==> config.mk <==
export PLATFORM = sky130hd
export DESIGN_NAME = fir_coeff_loader
export DESIGN_NICKNAME = d
export VERILOG_FILES = /design/src/rtl/fir_coeff_loader.sv
export SDC_FILE = /design/constraint.sdc
export NUM_CORES = 1
export LEC_CHECK = 0
export ABC_CLOCK_PERIOD_IN_PS = 2600
export BUFFER_PORTS_ARGS = -buffer_cell sky130_fd_sc_hd__buf_2
export CAP_MARGIN = 0
export CORE_MARGIN = 2
export CORE_UTILIZATION = 48
export DETAILED_ROUTE_END_ITERATION = 10
export PLACE_DENSITY_LB_ADDON = 0.05
export RECOVER_POWER = 25
export SLEW_MARGIN = 20
export SYNTH_ARGS = -nofsm -noshare
export SYNTH_HDL_FRONTEND = slang
export SYNTH_SLANG_ARGS = --single-unit
==> constraint.sdc <==
create_clock -name i_clock -period 2.6 [get_ports i_clock]
set_input_delay 0.65 -clock i_clock [delete_from_list [all_inputs] [get_ports i_clock]]
set_output_delay 0.65 -clock i_clock [all_outputs]
set_load 0.005 [all_outputs]
==> src/rtl/fir_coeff_loader.sv <==
// Double-buffered coefficient loader for fir_serial: stream words into a shadow bank, swap to the active bank on a sample tick.
// Define FIR_COEFF_SYMMETRIC_EN to load (N_COEFFS+1)/2 words, each mirrored to taps k and N_COEFFS-1-k.
module fir_coeff_loader #(
  parameter int NB_COEFFS = 8,
  parameter int N_COEFFS  = 8
) (
  input  logic                          i_clock,
  input  logic                          i_reset,
  input  logic                          i_start,
  input  logic                          i_abort,
  input  logic [NB_COEFFS-1:0]          i_coeff,
  input  logic                          i_coeff_valid,
  output logic                          o_coeff_ready,
  input  logic                          i_sample_tick,
  output logic [NB_COEFFS*N_COEFFS-1:0] o_coeffs,
  output logic                          o_busy,
  output logic                          o_done,
  output logic                          o_start_err
);

`ifdef FIR_COEFF_SYMMETRIC_EN
  localparam int N_LOAD = (N_COEFFS + 1) / 2;
  localparam bit SYM    = 1'b1;
`else
  localparam int N_LOAD = N_COEFFS;
  localparam bit SYM    = 1'b0;
`endif
  // A one-word load still needs a 1-bit counter.
  localparam int CNT_W = (N_LOAD > 1) ? $clog2(N_LOAD) : 1;

  typedef enum logic [1:0] {IDLE, LOAD, WAIT_SWAP} state_t;

  state_t                          state;
  logic [CNT_W-1:0]                cnt;
  logic [NB_COEFFS*N_COEFFS-1:0]   shadow;
  logic                            accept;
  logic                            last_word;

  assign o_coeff_ready = (state == LOAD);
  assign o_busy        = (state != IDLE);
  assign accept        = o_coeff_ready && i_coeff_valid && !i_abort;
  assign last_word     = (cnt == CNT_W'(N_LOAD - 1));

  // Every tap is written before any swap can happen, so no reset is needed.
  always_ff @(posedge i_clock) begin
    if (accept) begin
      for (int k = 0; k < N_COEFFS; k++) begin
        if (k == int'(cnt) || (SYM && k == N_COEFFS - 1 - int'(cnt))) begin
          shadow[k*NB_COEFFS +: NB_COEFFS] <= i_coeff;
        end
      end
    end
  end

  always_ff @(posedge i_clock or posedge i_reset) begin
    if (i_reset) begin
      state       <= IDLE;
      cnt         <= '0;
      o_coeffs    <= '0;
      o_done      <= 1'b0;
      o_start_err <= 1'b0;
    end else begin
      o_done      <= 1'b0;
      o_start_err <= i_start && (state != IDLE);
      case (state)
        IDLE: begin
          if (i_start) begin
            state <= LOAD;
            cnt   <= '0;
          end
        end
        LOAD: begin
          if (i_abort) begin
            state <= IDLE;
          end else if (i_coeff_valid) begin
            cnt <= cnt + 1'b1;
            if (last_word) state <= WAIT_SWAP;
          end
        end
        WAIT_SWAP: begin
          if (i_abort) begin
            state <= IDLE;
          end else if (i_sample_tick) begin
            o_coeffs <= shadow;
            o_done   <= 1'b1;
            state    <= IDLE;
          end
        end
        default: state <= IDLE;
      endcase
    end
  end

endmodule

==> impl_metrics.ini <==
[setup_path]
arrival_ns = 1.29
start_kind = flop
crit_family = flip-flops
crit_path_cell_trace = nor2_1 -> inv_1 -> buf_2
critPathCaptureType = primary output
cp_max_fo = 7
worst-path-buf-inv = 2
slowest_delay_ns = 0.45
slowest_stage = dfrtp_1
cp.required_ns = 1.95
path_class = flop to primary output

[clocking]
cts_resized = 0
cts.path.max_buffers = 2
cts_root_buf = clkbuf_8
cts.sinks = 135
postCtsSetupBuffers = 0
clk_pin_slew_worst_paths_ns = 0.05
htree_levels = 4
cts_tree = built
hold_buffers = 0
cts_buffers = 17
insertion_delay_ns = 0.51

[timing]
skew_ns = 0.009685
final_hold_viol_count = 0
worst_slew_pin_slew_ns = 1.835
period_needed_ns = 1.937
tns_ns = 0
relSlewSlack_pct = -22.35
final_max_slew_viol_count = 72
rsz0062_at_grt = false
clock.fmax_ghz = 0.5162
fin_crit_sh_pct = 74.51
setup_viol = 0

[floorplanning]
core-area_sq_um = 10230
io_pins = 82
rows = 37
die_h_microns = 106.0
initial_core_util_pct = 48.81
die-width_microns = 106.0
dieArea_sq_um = 11230

[final_layout]
register_area_sq_um = 3699
syn2layout_area_growth_pct = 20.30
antenna_cells = 0
fillers = 825
nNetsFinal = 357
multi_input_area_sq_um = 1149
drive_gt1_share_pct = 48.71

[place]
hpwl_microns = 5176
place_congestion = 0.7006
port_buffers = 81

[grt]
grt_pass1_wl_microns = 13740
overflow = 0
grt_pass1_vias = 2399
grt_max_degree = 72
track_usage_pct = 16.98
antenna_found_initial = 0

[synth]
yosys.area.top_type_share_pct = 38.49
synth_area_sq_um = 4994
ys.flop_type = dfrtp_1
async_flop_share_pct = 52.59
yosysUniqueCellTypes = 21
yosys_warnings = 0
yosysSeqAreaShare_pct = 74.07
synth_area_per_cell_sq_um = 20.55
synth_cells = 243
synth_edf_count = 64
synth-seq-cells = 135
yosysTopAreaCell = edfxtp_1
synthTopCellsByCount = dfrtp_1, edfxtp_1, mux2_4
synth_area_leaders = edfxtp_1, dfrtp_1, mux2_4, mux2_2, buf_12
syn_nets = 263
yosysMostFrequentCell = dfrtp_1

[drt]
postRouteWirelength_microns = 8645
drtIter0Drc = 80
dr_total_vias = 2362
route.detailed.drc = 0
first_pass_iters = 6
wire_per_inst_microns = 17.82
ant_nets = 0
via_per_inst = 4.870

[power]
power_density_nw_per_um2 = 762.4
power_w = 0.004580
leakage_nw = 2.794
ir_drop_v = 0.0004356

[hold_path]
holdCritPathClass = input pin to flop

[outcome]
status = finished with violations
violations = max-capacitance violations, max-slew violations

[flow_run]
cap_violations = 1
## metal layers
metal | up-vias | routed length [microns] | GRT usage (%)
met5 | - | 0 | 0
met1 | 1215 | 4209 | 24.34
met3 | 7 | 309 | 4.721
li1 | 1081 | - | -
met4 | 0 | 68 | 6.767
met2 | 59 | 4057 | 24.75
## cell families after synthesis
family,Yosys count,share of synthesized area [%]
DFF,135,74.07
muxes,66,18.54
and+or+nand+nor,17,2.305
buffers and inverters,14,2.931
adders and majority gates,6,1.503
AOI/OAI and AO/OA,5,0.6514
## placed cells by master, fill, tap and decap left out, types with 2 or more instances in the layout
| cell type | instances |
|---|---|
| clkinvlp_4 | 3 |
| clkinv_2 | 4 |
| mux2_2 | 16 |
| inv_1 | 6 |
| ha_1 | 6 |
| bufinv_16 | 2 |
| edfxtp_1 | 64 |
| buf_2 | 74 |
| a21oi_1 | 3 |
| a22o_1 | 2 |
| clkbuf_1 | 11 |
| mux2_4 | 49 |
| and3_1 | 6 |
| clkbuf_16 | 16 |
| and2_1 | 3 |
| clkbuf_8 | 2 |
| nor2_1 | 3 |
| dfrtp_1 | 71 |
## path summary, 6_finish.rpt
path / from / to / slack [ns] / cells past startpoint
max: state[0] / o_busy / 0.66 / 3
max in group asynchronous: i_reset / o_coeffs[27] / 0.71 / 3
min in group asynchronous: i_reset / o_coeffs[51] / 0.79 / 3
max reg2reg: state[0] / o_coeffs[10] / 0.86 / 3
min: i_abort / state[1] / 0.34 / 2
min reg2reg: shadow[13] / o_coeffs[13] / 0.47 / 1
## power breakdown
group | switching, W | leakage, nW | total (W) | internal [W]
Combinational | 0.0000757 | 0.970 | 0.000105 | 0.0000295
Sequential | 0.0000131 | 1.56 | 0.00228 | 0.00227
Clock | 0.000820 | 0.261 | 0.00220 | 0.00138
## area by class of cell
type                    instances  area share, %
inverters                       6         0.3749
multi-input cells              94          19.12
clock buffers                  22          7.373
clock inverters                 9          1.708
repair buffers                 83          7.019
well taps                     136          2.833
flip-flops and latches        135          61.57
## flip-flops by register name, indices dropped and copies added (netlist names)
register,flops
o_start_err,1
state,2
o_done,1
shadow,64
o_coeffs,64
cnt,3
## worst reg2reg max path, cell delays in order, from the launching register on
cell and delay, ns:
dfrtp_1 0.45, and4bb_4 0.35, buf_12 0.36, mux2_2 0.47
## per-stage QoR
step / std cells / hold WS, ns / instance area (sq um) / setup slack [ns] / util [%]
after floorplan: 243 / 0.4537 / 4994 / 0.1534 / -
after global placement: 454 / 0.4556 / 5485 / 0.5656 / 53.61
after detailed placement: 454 / 0.4644 / 5485 / 0.5492 / 53.61
after CTS: 485 / 0.2278 / 6031 / 0.6347 / 58.95
after global routing: 485 / 0.3255 / 6007 / 0.3246 / 58.71
final: 485 / 0.3379 / 6007 / 0.6627 / 58.71
(Power assumes the default switching activity.)
